[src/rtl/bank_timing_tracker.sv]
// Per-bank DRAM timing tracker: turns the issued command stream into per-bank ACT/RD/WR/PRE legality.
// Optional inter-bank ACT limits (tRRD, tFAW) are enabled with `define BANK_TIMING_FAW_EN.
module bank_timing_tracker #(
    parameter int NUM_BANKS = 8,
    parameter int BA_BITS   = 3,
    parameter int CNT_W     = 7,
    parameter int T_RCD     = 4,
    parameter int T_RTP     = 3,
    parameter int T_WR_TOT  = 10,
    parameter int T_RP      = 4,
    parameter int T_RAS     = 12,
    parameter int T_RC      = 16,
    parameter int T_RFC     = 40
`ifdef BANK_TIMING_FAW_EN
    ,
    parameter int T_RRD     = 3,
    parameter int T_FAW     = 20
`endif
) (
    input  logic                   clk,
    input  logic                   rst_n,
    input  logic                   cmd_valid,
    input  logic [2:0]             cmd_type,
    input  logic [BA_BITS-1:0]     cmd_bank,
    input  logic                   cmd_ap,
    output logic [NUM_BANKS-1:0]   act_ok,
    output logic [NUM_BANKS-1:0]   rw_ok,
    output logic [NUM_BANKS-1:0]   pre_ok,
    output logic                   ref_ok,
    output logic [NUM_BANKS-1:0]   bank_open,
    output logic [3*NUM_BANKS-1:0] bank_phase,
    output logic                   timing_viol
);

    typedef enum logic [2:0] {
        CMD_NOP  = 3'd0,
        CMD_ACT  = 3'd1,
        CMD_RD   = 3'd2,
        CMD_WR   = 3'd3,
        CMD_PRE  = 3'd4,
        CMD_PREA = 3'd5,
        CMD_REF  = 3'd6,
        CMD_RSVD = 3'd7
    } cmd_t;

    typedef enum logic [2:0] {
        PH_IDLE       = 3'd0,
        PH_WR_TO_PRE  = 3'd1,
        PH_PRE_TO_ACT = 3'd2,
        PH_ACT_TO_RW  = 3'd3,
        PH_RD_TO_PRE  = 3'd4,
        PH_PRE_TO_REF = 3'd5,
        PH_REF_TO_ACT = 3'd6
    } phase_t;

    localparam int CNT_LIM = 2 ** CNT_W;

    if (NUM_BANKS < 2 || (2 ** BA_BITS) < NUM_BANKS) begin : g_bank_chk
        $error("bank_timing_tracker: NUM_BANKS/BA_BITS combination is invalid");
    end

    if (T_RCD < 1 || T_RTP < 1 || T_WR_TOT < 1 || T_RP < 1 || T_RAS < 1 || T_RC < 1 || T_RFC < 1 ||
        T_RCD - 1 >= CNT_LIM || T_RAS - 1 >= CNT_LIM || T_RC - 1 >= CNT_LIM ||
        T_RTP + T_RP - 1 >= CNT_LIM || T_WR_TOT + T_RP - 1 >= CNT_LIM ||
        T_RFC - 1 >= CNT_LIM) begin : g_cnt_chk
        $error("bank_timing_tracker: a timing load value does not fit in CNT_W bits");
    end

    localparam logic [CNT_W-1:0] L_RCD      = CNT_W'(T_RCD - 1);
    localparam logic [CNT_W-1:0] L_RTP      = CNT_W'(T_RTP - 1);
    localparam logic [CNT_W-1:0] L_WR       = CNT_W'(T_WR_TOT - 1);
    localparam logic [CNT_W-1:0] L_RP       = CNT_W'(T_RP - 1);
    localparam logic [CNT_W-1:0] L_RAS      = CNT_W'(T_RAS - 1);
    localparam logic [CNT_W-1:0] L_RC       = CNT_W'(T_RC - 1);
    localparam logic [CNT_W-1:0] L_RFC      = CNT_W'(T_RFC - 1);
    localparam logic [CNT_W-1:0] L_RP_RD_AP = CNT_W'(T_RTP + T_RP - 1);
    localparam logic [CNT_W-1:0] L_RP_WR_AP = CNT_W'(T_WR_TOT + T_RP - 1);
    localparam logic [BA_BITS:0] NB_LIMIT   = (BA_BITS + 1)'(NUM_BANKS);

    function automatic logic [CNT_W-1:0] dec(input logic [CNT_W-1:0] v);
        return (v == '0) ? v : v - CNT_W'(1);
    endfunction

    logic [CNT_W-1:0] rcd_q [NUM_BANKS];
    logic [CNT_W-1:0] pre_q [NUM_BANKS];
    logic [CNT_W-1:0] rp_q  [NUM_BANKS];
    logic [CNT_W-1:0] ras_q [NUM_BANKS];
    logic [CNT_W-1:0] rc_q  [NUM_BANKS];
    logic [CNT_W-1:0] rcd_d [NUM_BANKS];
    logic [CNT_W-1:0] pre_d [NUM_BANKS];
    logic [CNT_W-1:0] rp_d  [NUM_BANKS];
    logic [CNT_W-1:0] ras_d [NUM_BANKS];
    logic [CNT_W-1:0] rc_d  [NUM_BANKS];
    phase_t           phase_q [NUM_BANKS];
    phase_t           phase_d [NUM_BANKS];
    logic [NUM_BANKS-1:0] open_q, open_d;
    logic [NUM_BANKS-1:0] ph_load;
    logic [NUM_BANKS-1:0] sel;
    logic [NUM_BANKS-1:0] act_base;
    logic                 all_settled;
    logic                 bank_valid;
    logic                 act_gate;
    logic                 viol_q, viol_d;
    logic [CNT_W-1:0]     pre_rd;
    cmd_t                 cmd;

    assign cmd        = cmd_t'(cmd_type);
    assign bank_valid = ({1'b0, cmd_bank} < NB_LIMIT);

    always_comb begin
        sel = '0;
        for (int b = 0; b < NUM_BANKS; b++) begin
            sel[b] = (cmd_bank == BA_BITS'(b));
        end
    end

    // Legality is derived purely from registered state so the scheduler sees stable flags.
    always_comb begin
        act_base    = '0;
        rw_ok       = '0;
        pre_ok      = '0;
        bank_phase  = '0;
        all_settled = 1'b1;
        for (int b = 0; b < NUM_BANKS; b++) begin
            act_base[b] = !open_q[b] && (rp_q[b] == '0) && (rc_q[b] == '0);
            rw_ok[b]    = open_q[b] && (rcd_q[b] == '0);
            pre_ok[b]   = open_q[b] && (pre_q[b] == '0) && (ras_q[b] == '0);
            bank_phase[3*b +: 3] = phase_q[b];
            if (rp_q[b] != '0 || rc_q[b] != '0) begin
                all_settled = 1'b0;
            end
        end
    end

    assign act_ok      = act_base & {NUM_BANKS{act_gate}};
    assign ref_ok      = !(|open_q) && all_settled;
    assign bank_open   = open_q;
    assign timing_viol = viol_q;

    always_comb begin
        viol_d = 1'b0;
        if (cmd_valid) begin
            case (cmd)
                CMD_ACT:        viol_d = !bank_valid || !(|(act_ok & sel));
                CMD_RD, CMD_WR: viol_d = !bank_valid || !(|(rw_ok & sel));
                // PRE to a closed bank is a harmless no-op, so only an open bank can violate.
                CMD_PRE:        viol_d = !bank_valid || ((|(open_q & sel)) && !(|(pre_ok & sel)));
                CMD_REF:        viol_d = !ref_ok;
                default:        viol_d = 1'b0;
            endcase
        end
    end

    always_comb begin
        ph_load = '0;
        pre_rd  = '0;
        for (int b = 0; b < NUM_BANKS; b++) begin
            rcd_d[b]   = dec(rcd_q[b]);
            pre_d[b]   = dec(pre_q[b]);
            rp_d[b]    = dec(rp_q[b]);
            ras_d[b]   = dec(ras_q[b]);
            rc_d[b]    = dec(rc_q[b]);
            open_d[b]  = open_q[b];
            phase_d[b] = phase_q[b];

            if (cmd_valid) begin
                case (cmd)
                    CMD_ACT: begin
                        if (sel[b]) begin
                            rcd_d[b]   = L_RCD;
                            ras_d[b]   = L_RAS;
                            rc_d[b]    = L_RC;
                            open_d[b]  = 1'b1;
                            phase_d[b] = PH_ACT_TO_RW;
                            ph_load[b] = 1'b1;
                        end
                    end
                    CMD_RD: begin
                        if (sel[b]) begin
                            pre_rd     = dec(pre_q[b]);
                            pre_d[b]   = (pre_rd > L_RTP) ? pre_rd : L_RTP;
                            phase_d[b] = PH_RD_TO_PRE;
                            ph_load[b] = 1'b1;
                            if (cmd_ap) begin
                                rp_d[b]    = L_RP_RD_AP;
                                open_d[b]  = 1'b0;
                                phase_d[b] = PH_PRE_TO_ACT;
                            end
                        end
                    end
                    CMD_WR: begin
                        if (sel[b]) begin
                            pre_d[b]   = L_WR;
                            phase_d[b] = PH_WR_TO_PRE;
                            ph_load[b] = 1'b1;
                            if (cmd_ap) begin
                                rp_d[b]    = L_RP_WR_AP;
                                open_d[b]  = 1'b0;
                                phase_d[b] = PH_PRE_TO_ACT;
                            end
                        end
                    end
                    CMD_PRE: begin
                        if (sel[b] && open_q[b]) begin
                            rp_d[b]    = L_RP;
                            open_d[b]  = 1'b0;
                            phase_d[b] = PH_PRE_TO_ACT;
                            ph_load[b] = 1'b1;
                        end
                    end
                    CMD_PREA: begin
                        if (open_q[b]) begin
                            rp_d[b]    = L_RP;
                            open_d[b]  = 1'b0;
                            phase_d[b] = PH_PRE_TO_REF;
                            ph_load[b] = 1'b1;
                        end
                    end
                    CMD_REF: begin
                        rp_d[b]    = L_RFC;
                        phase_d[b] = PH_REF_TO_ACT;
                        ph_load[b] = 1'b1;
                    end
                    default: begin
                    end
                endcase
            end

            // A settled closed bank drops back to idle, but a freshly loaded event stays visible.
            if (!ph_load[b] && !open_d[b] && (rp_d[b] == '0)) begin
                phase_d[b] = PH_IDLE;
            end
        end
    end

    always_ff @(posedge clk or negedge rst_n) begin
        if (!rst_n) begin
            for (int b = 0; b < NUM_BANKS; b++) begin
                rcd_q[b]   <= '0;
                pre_q[b]   <= '0;
                rp_q[b]    <= '0;
                ras_q[b]   <= '0;
                rc_q[b]    <= '0;
                phase_q[b] <= PH_IDLE;
            end
            open_q <= '0;
            viol_q <= 1'b0;
        end else begin
            for (int b = 0; b < NUM_BANKS; b++) begin
                rcd_q[b]   <= rcd_d[b];
                pre_q[b]   <= pre_d[b];
                rp_q[b]    <= rp_d[b];
                ras_q[b]   <= ras_d[b];
                rc_q[b]    <= rc_d[b];
                phase_q[b] <= phase_d[b];
            end
            open_q <= open_d;
            viol_q <= viol_d;
        end
    end

`ifdef BANK_TIMING_FAW_EN
    if (T_RRD < 1 || T_FAW < 1 || T_RRD - 1 >= CNT_LIM || T_FAW - 1 >= CNT_LIM) begin : g_faw_chk
        $error("bank_timing_tracker: T_RRD/T_FAW load value does not fit in CNT_W bits");
    end

    localparam logic [CNT_W-1:0] L_RRD = CNT_W'(T_RRD - 1);
    localparam logic [CNT_W-1:0] L_FAW = CNT_W'(T_FAW - 1);

    logic [CNT_W-1:0] rrd_q, rrd_d;
    logic [CNT_W-1:0] faw_q [4];
    logic [CNT_W-1:0] faw_d [4];
    logic [1:0]       faw_ptr_q, faw_ptr_d;
    logic             act_fire;

    // Each window slot ages out T_FAW cycles after its ACT; four live slots block further ACTs.
    assign act_fire = cmd_valid && (cmd == CMD_ACT) && bank_valid;
    assign act_gate = (rrd_q == '0) &&
                      !((faw_q[0] != '0) && (faw_q[1] != '0) && (faw_q[2] != '0) && (faw_q[3] != '0));

    always_comb begin
        rrd_d     = dec(rrd_q);
        faw_ptr_d = faw_ptr_q;
        for (int i = 0; i < 4; i++) begin
            faw_d[i] = dec(faw_q[i]);
        end
        if (act_fire) begin
            rrd_d            = L_RRD;
            faw_d[faw_ptr_q] = L_FAW;
            faw_ptr_d        = faw_ptr_q + 2'd1;
        end
    end

    always_ff @(posedge clk or negedge rst_n) begin
        if (!rst_n) begin
            rrd_q     <= '0;
            faw_ptr_q <= '0;
            for (int i = 0; i < 4; i++) begin
                faw_q[i] <= '0;
            end
        end else begin
            rrd_q     <= rrd_d;
            faw_ptr_q <= faw_ptr_d;
            for (int i = 0; i < 4; i++) begin
                faw_q[i] <= faw_d[i];
            end
        end
    end
`else
    assign act_gate = 1'b1;
`endif

endmodule

[config.mk]
export PLATFORM = sky130hd
export DESIGN_NAME = bank_timing_tracker
export DESIGN_NICKNAME = d
export VERILOG_FILES = /design/src/rtl/bank_timing_tracker.sv
export SDC_FILE = /design/constraint.sdc
export NUM_CORES = 1
export LEC_CHECK = 0
export ABC_AREA = 1
export BUFFER_PORTS_ARGS = -buffer_cell sky130_fd_sc_hd__buf_4
export CORE_UTILIZATION = 43
export DETAILED_ROUTE_END_ITERATION = 12
export PLACE_DENSITY = 0.69
export SYNTH_ARGS = -nofsm -noshare
export SYNTH_HDL_FRONTEND = slang
export SYNTH_SLANG_ARGS = --single-unit
[constraint.sdc]
create_clock -name clk -period 1.6 [get_ports clk]
set_input_delay 0.08 -clock clk [delete_from_list [all_inputs] [get_ports clk]]
set_output_delay 0.08 -clock clk [all_outputs]
set_load 0.05 [all_outputs]
# Word level (Yosys, flattened, before mapping)
# Index checks and enable logic that the tools add are counted.
[classes]
add_sub_neg = 40
n_lt_le_gt_ge = 8
n_eq_ne = 53
n_mux = 380
n_bitwise = 4
reduce_logical = 199
[ops]
columns = ["cell", "count"]
rows = [
  ["$mux W7", 200],
  ["$logic_not A7 Y1", 48],
  ["$pmux W7 S5", 8],
  ["$sub A7 B1 Y7 const B", 40],
  ["$mux W3", 57],
  ["$reduce_bool A7 Y1", 24],
  ["$pmux W3 S6", 8],
  ["$ne A3 B3 Y1 const B", 40],
  ["$pmux W7 S2", 8],
  ["$mux W1", 81],
  ["$pmux W1 S4", 17],
  ["$logic_and A1 B1 Y1", 66],
  ["$gt A7 B2 Y1 const B", 8],
  ["$reduce_and A7 Y1", 8],
  ["$reduce_or A8 Y1", 5],
  ["$and A8 B8 Y8", 4],
  ["$logic_not A1 Y1", 29],
  ["$eq A3 B3 Y1 const B", 7],
  ["$reduce_bool A2 Y1", 8],
  ["$eq A3 B2 Y1 const B", 4],
  ["$logic_or A1 B1 Y1", 8],
  ["$eq A3 B1 Y1 const B", 2],
  ["$logic_not A3 Y1", 1],
  ["$reduce_or A3 Y1", 1],
  ["2 further kinds", 2],
]
[totals]
reg_bits = 313
inputBits = 10
output_inout_bits = 58
elab_cells = 734

# Logic depth before layout (Yosys ltp)
# Gate-level depths: netlist of run 1.
[depth]
ltp_word = 14
ltp_mapped = 15

# Worst setup path after synthesis of run 1
# OpenSTA, ideal clock, no wires.
[synth_timing]
path_kind = "flip-flop to output port"
startpoint = "register ras_q[0] in the netlist's numbering"
endpoint = "output pre_ok[7]"
arrival_time_ps = 2218
path_slack_ps = -698
stages_incl_launch_ff = 7
path_buffers = 0
path_cell_list = "dfrtp_1 inv_1 ha_1 inv_1 nor3_1 inv_1 nor3_1"
[synth_between]
elab_chain_cells = 2
[synth_rtl]
columns = ["item", "line_no", "source"]
rows = [
  ["start, declared", "87", "logic [CNT_W-1:0] ras_q [NUM_BANKS];"],
  ["start signal, assigned by index", "253", "ras_q[b] <= ras_d[b];"],
  ["$logic_not A7 Y1", "127", "pre_ok[b] = open_q[b] && (pre_q[b] == '0) && (ras_q[b] == '0);"],
  ["$logic_and A1 B1 Y1", "127", ""],
  ["end, declared", "28", "output logic [NUM_BANKS-1:0] pre_ok,"],
]
# No other way between the ends.

# Worst setup path in the final report of run 1
[layout_timing]
startpoint = "register rc_q[21] in the netlist's numbering"
endpoint = "output ref_ok"
[layout_between]
elab_chain_cells = 7
[layout_rtl]
columns = ["item", "line_no", "source"]
rows = [
  ["start, declared", "88", "logic [CNT_W-1:0] rc_q [NUM_BANKS];"],
  ["start signal, assigned by index", "254", "rc_q[b] <= rc_d[b];"],
  ["$reduce_bool A7 Y1", "129", "if (rp_q[b] != '0 || rc_q[b] != '0) begin"],
  ["$logic_or A1 B1 Y1", "129", ""],
  ["$mux W1 (4 in a row)", "129", ""],
  ["$logic_and A1 B1 Y1", "136", "assign ref_ok = !(|open_q) && all_settled;"],
  ["end, declared", "29", "output logic ref_ok,"],
]
# No other way between the ends.

==> results.cfg, run 1 <==
[cts]
insertion_delay_ps = 570
cts_buffers = 38
clkTransAtPathRegs_ps = 60
cts_max_path_buffers = 3
clkSinkCount = 313
cts.root.buffer_cell = clkbuf_16
htree_levels = 2
cts_tree = built

[timing]
fin_crit_ps = 2390
post-route-period-util = 1.50
hold_ws_ps = -15.9
drv_slew = 0
fin_skew_ps = 23.8
finalWorstSetupSlack_ps = -792
fmax_mhz = 418
setup_tns_ps = -22690
rsz0062_at_grt = true
finalSetupViolations = 94
slew_headroom = 0.547
finalHoldViolCount = 14
worst_pin_slew_ps = 678

[placement]
place_area_um2 = 24500
portBuffers = 67
hpwlAfterDp_um = 43500
routabilityCongestion = 1.01
post-place-ws_ps = -407

[floorplan]
dieArea_um2 = 44000
rows = 75
ios = 68
die_y_um = 210
die_w_um = 210
core-area_um2 = 42200
initial_core_util = 0.439

[global_route]
antenna_found_initial = 0
grt_first_pass_wirelength_um = 106000
grt_pass1_vias = 21500
grt_max_degree = 51
grtUsageTotal = 0.301
grt-ovfl-total = 0

[power]
power_mw = 60.7
p_per_area_nw_per_um2 = 2010
ir_drop_mv = 1.14
leakage_nw = 15.3

[critical_path]
path_class = flop to primary output
cp.arrival_ps = 2310
critPathLaunchType = flop
rrSetupSlack_ps = -450
required_ps = 1520
critPathMaxFanout = 2
cp-end-kind = primary output
r2r_start = rp_q[29]
regToRegEndpoint = bank_phase[11]
r2r_cells = 16

[drt]
vias = 21300
drt-initial-drc-count = 1786
first_pass_iters = 6
vias_per_cell = 5.34
wl_per_cell_um = 18.0
drt-total-wl_um = 71900
route.detailed.drc = 0
drtAntennaViolNets = 0

[final_layout]
ff_latch_area_um2 = 7840
layout.nets = 3518
multi_input_area_um2 = 11700
drive_above_1_share = 0.443
num_antenna_cells = 0
fillCellCount = 2842
area_growth_pct = 62.8
fin_area_um2 = 30200
utilization = 0.715

[yosys]
yosysSeqAreaShare = 0.422
yosysWarningCount = 0
yosys.area.top_type = dfrtp_1
syn-num-nets = 2628
synth_area_leaders = dfrtp_1 42%, nand2_1 11%, nor2_1 9.4%
ys_ff_latch = 313
synth-edff-count = 0
synth_ff_type = dfrtp_1
async_flop_share = 1.00
synth_common_cells = 530 x nand2_1, 464 x nor2_1, 378 x inv_1
avgSynthCellArea_um2 = 7.31
syn_area_um2 = 18600
yosysMostFrequentCell = nand2_1
postSynthCellCount = 2537
synth_top_cell_area_share = 0.422
ys_types = 39

[run_status]
failed_checks = hold timing, setup timing
status = complete, but fails checks

[worst_hold_path]
hp-class = primary input to async pin

[job]
maxCapViolations = 0
[kinds of logic (layout without fill, tap and decap cells)]
family	Yosys count	in the layout	share of synthesized area
compound gates	260	260	0.0750
xor+xnor	129	129	0.0609
simple gates	1343	1343	0.303
fa+ha+maj	81	81	0.0546
buf+inv	411	1327	0.0846
flops	313	313	0.422
[worst max path at each step]
| stage | endpoint | start | slack, ps | cells past startpoint |
|---|---|---|---|---|
| CTS | ref_ok | rc_q[50] | -730 | 12 |
| global route | ref_ok | rc_q[51] | -840 | 11 |
| detailed placement | pre_q[14] | cmd_type[1] | -410 | 9 |
| global placement | pre_q[43] | cmd_type[0] | -390 | 12 |
| floorplan | pre_ok[7] | ras_q[0] | -280 | 6 |
| finish | ref_ok | rc_q[21] | -790 | 11 |
[state kept, by name, indices dropped and copies added (netlist names)]
name and flops:
bank_open 8, bank_phase 24, pre_q 56, ras_q 56, rc_q 56, rcd_q 56
rp_q 56, timing_viol 1
[layout by cell type (no fill, tap or decap), types with 38 or more instances in the layout]
master / Yosys / routed
nand2_2: 7 / 80
nor2_2: 12 / 79
nor2_4: 3 / 60
nand3_1: 186 / 130
buf_4: 4 / 736
buf_6: 0 / 111
clkbuf_16: 0 / 41
nor3_1: 84 / 47
nand2_1: 530 / 436
nand3_2: 2 / 45
ha_4: 0 / 46
inv_2: 11 / 129
nand4_1: 38 / 38
xor2_1: 75 / 72
inv_1: 378 / 239
xnor2_1: 54 / 51
o21ai_0: 127 / 85
dfrtp_1: 313 / 306
nor2_1: 464 / 340
a21oi_1: 90 / 71
[through the flow]
stage,instances,hold slack [ps]
6_report,3992,-15.9
2_1_floorplan,2537,-216
3_5_place_dp,3689,-11.4
5_1_grt,3992,14.6
3_3_place_gp,3689,-9.83
4_1_cts,3969,12.1
[power by group]
group	internal, mW	switching, mW
combinational	17.6	19.1
sequential	11.8	3.10
clock	5.56	3.53
total	35.0	25.7
[layer usage]
metal / GRT usage / up-vias / routed length [um]
li1: - / 9804 / -
met1: 0.356 / 10300 / 27000
met2: 0.530 / 942 / 36200
met3: 0.0507 / 291 / 4810
met4: 0.142 / 0 / 3850
met5: 0 / - / 0
[worst max-delay path, stage by stage (launching register included)]
cell	delay (ps)
dfrtp_1	390
inv_2	100
ha_4	140
inv_2	40
nor2_4	120
nand3_4	110
nor2_4	190
nand3_2	130
nor2_4	120
nand3_4	120
clkinvlp_4	130
buf_8	150
[repair_timing]
| action | CTS | global route |
|---|---|---|
| endpoints found under the setup margin | 110 | 187 |
| endpoints found under the hold margin | 315 | 0 |
| pin swaps | 174 | 245 |
| buffers inserted | 223 | 113 |
| hold buffers | 5 | 0 |
| resized for setup | 430 | 381 |
| gates cloned | 0 | 0 |
[cell type report]
type,count,area share
clock inverter,5,0.00344
tap,539,0.0223
sequential,313,0.260
inverter,392,0.0512
timing repair buffer,869,0.236
clock buffer,61,0.0394
multi-input combinational,1813,0.388
(Power assumes the default switching activity.)
==> inputs of run 2 (changes only) <==
Settings changed: CELL_PAD_IN_SITES_DETAIL_PLACEMENT from default to 0, CELL_PAD_IN_SITES_GLOBAL_PLACEMENT from default to 1, CORE_UTILIZATION 43 to 42, PLACE_DENSITY 0.69 to 0.85.
==> results.cfg, run 2 (synthesis gave the netlist of run 1 again) <==
[run_status]
status = complete, but fails checks
failed_checks = setup timing

[timing]
slew_headroom = 0.545
drv_slew = 0
finalWorstSetupSlack_ps = -703
finalHoldViolCount = 0
fin_skew_ps = 21.5
hold_ws_ps = 25.5
fin_crit_ps = 2300
post-route-period-util = 1.44
rsz0062_at_grt = true
fmax_mhz = 434
worst_pin_slew_ps = 680
finalSetupViolations = 88

[drt]
wl_per_cell_um = 16.0
drtAntennaViolNets = 0
vias_per_cell = 5.03
drt-initial-drc-count = 1375
route.detailed.drc = 0
first_pass_iters = 5
vias = 20400
drt-total-wl_um = 64700

[floorplan]
initial_core_util = 0.428
die_w_um = 212
dieArea_um2 = 45000
core-area_um2 = 43400
die_y_um = 212
rows = 76
ios = 68

[critical_path]
critPathMaxStageDelay_ps = 390
path_class = flop to primary output
rrSetupSlack_ps = -360
cp-end-kind = primary output
required_ps = 1520
slowest_stage = dfrtp_1
cp.arrival_ps = 2220
r2r_start = rp_q[29]
critPathLaunchType = flop
critPathMaxFanout = 2
regToRegEndpoint = bank_phase[10]
worstSetupStartpoint = rc_q[36]
path_cells = inv_2 > ha_4 > inv_1 > nor2_2 > nand3_2 > nor2_4 > buf_6 > nand2_2 > nor2_2 > nand3_2 > clkinvlp_4 > buf_8
cp-endpoint = ref_ok
r2r_cells = 15

[job]
maxCapViolations = 0

[global_route]
grt-ovfl-total = 0
busiest_layer = met2
grt.met3_usage = 0.0465
grt_max_degree = 65
use_met1 = 0.348
met2_usage = 0.479
grtUsageTotal = 0.279
grt_first_pass_wirelength_um = 100000
antenna_found_initial = 1
grt_pass1_vias = 20500

[placement]
routabilityCongestion = 1.02
dp_cells = 3748
hpwlAfterDp_um = 42800
place_area_um2 = 24600
post-place-ws_ps = -411
portBuffers = 67

[final_layout]
layout_commonest_cell = buf_4
finalNonFillerCells = 4044
drive_above_1_share = 0.433
fin_area_um2 = 30100
area_growth_pct = 62.0
layout.nets = 3521
layout_common_cells = 741 x buf_4, 448 x nand2_1, 347 x nor2_1

[power]
p_per_area_nw_per_um2 = 1950
ir_drop_mv = 1.13
leakage_nw = 15.3

[cts]
insertion_delay_ps = 570
cts_buffers = 39
cts_tree = built
htree_levels = 2
clkTransAtPathRegs_ps = 60
clkSinkCount = 313
cts.root.buffer_cell = clkbuf_16
cts_max_path_buffers = 3

[worst_hold_path]
hp-class = primary input to async pin
[run 2: changes by cell type in the layout (fill, tap and decap cells not counted), sizes merged]
cell,delta
diode,+1
inv,+2
bufinv,-1
clkinv,+3
buf,+2
dlygate4sd3,-1
[run 2: metal layers]
| layer | wire length [um] | part of all wire | up-vias |
|---|---|---|---|
| met5 | 0 | 0 | - |
| met4 | 2600 | 0.040 | 0 |
| met3 | 3280 | 0.051 | 172 |
| met2 | 32000 | 0.49 | 557 |
| met1 | 26900 | 0.42 | 9806 |
| li1 | - | - | 9819 |
[run 2: power breakdown]
group	internal (mW)	switching, mW
Sequential	11.8	2.86
Clock	5.30	3.50
Combinational	17.1	17.9
[run 2: worst min-delay path by stage]
stage,startpoint,slack [ps],end,cells past startpoint
after global placement,rst_n,-0.2,pre_q[15],1
after floorplan,rst_n,-220,bank_open[0],0
after detailed placement,rst_n,0.4,pre_q[15],1
after CTS,rst_n,20,pre_q[15],2
after global routing,rst_n,60,pre_q[15],2
final,rst_n,30,pre_q[15],2
[run 2: per-stage QoR]
step / power, mW / setup TNS, ps / util
after floorplan: 29.2 / -677 / -
after global placement: 39.2 / -12030 / 0.568
after detailed placement: 40.2 / -18220 / 0.568
after CTS: 53.8 / -23780 / 0.657
after global routing: 62.7 / -29360 / 0.693
final: 58.5 / -21150 / 0.693
[run 2: critical path: cells and delay by family, from the launching register on]
| kind | cells | cell delay [ps] |
|---|---|---|
| adder cells (fa/ha/maj) | 1 | 140 |
| buffers and inverters | 5 | 520 |
| AND/OR/NAND/NOR | 6 | 610 |
| flip-flops | 1 | 390 |
[run 2: repair_timing]
item | in CTS | in global routing
hold buffers | 3 | 0
pin swaps | 156 | 191
resized for setup | 400 | 358
endpoints found under the setup margin | 110 | 146
buffers inserted | 198 | 95
cloned | 1 | 1
hold endpoints to repair | 315 | 0
[run 2: final cells by class]
type,instances,area (um2)
Fill cell,3274,13300
Multi-Input combinational cell,1813,11500
Sequential cell,313,7840
Timing Repair Buffer,871,7150
Inverter,392,1540
Clock buffer,60,1160
Tap cell,585,732
Clock inverter,9,113
Antenna cell,1,2.50
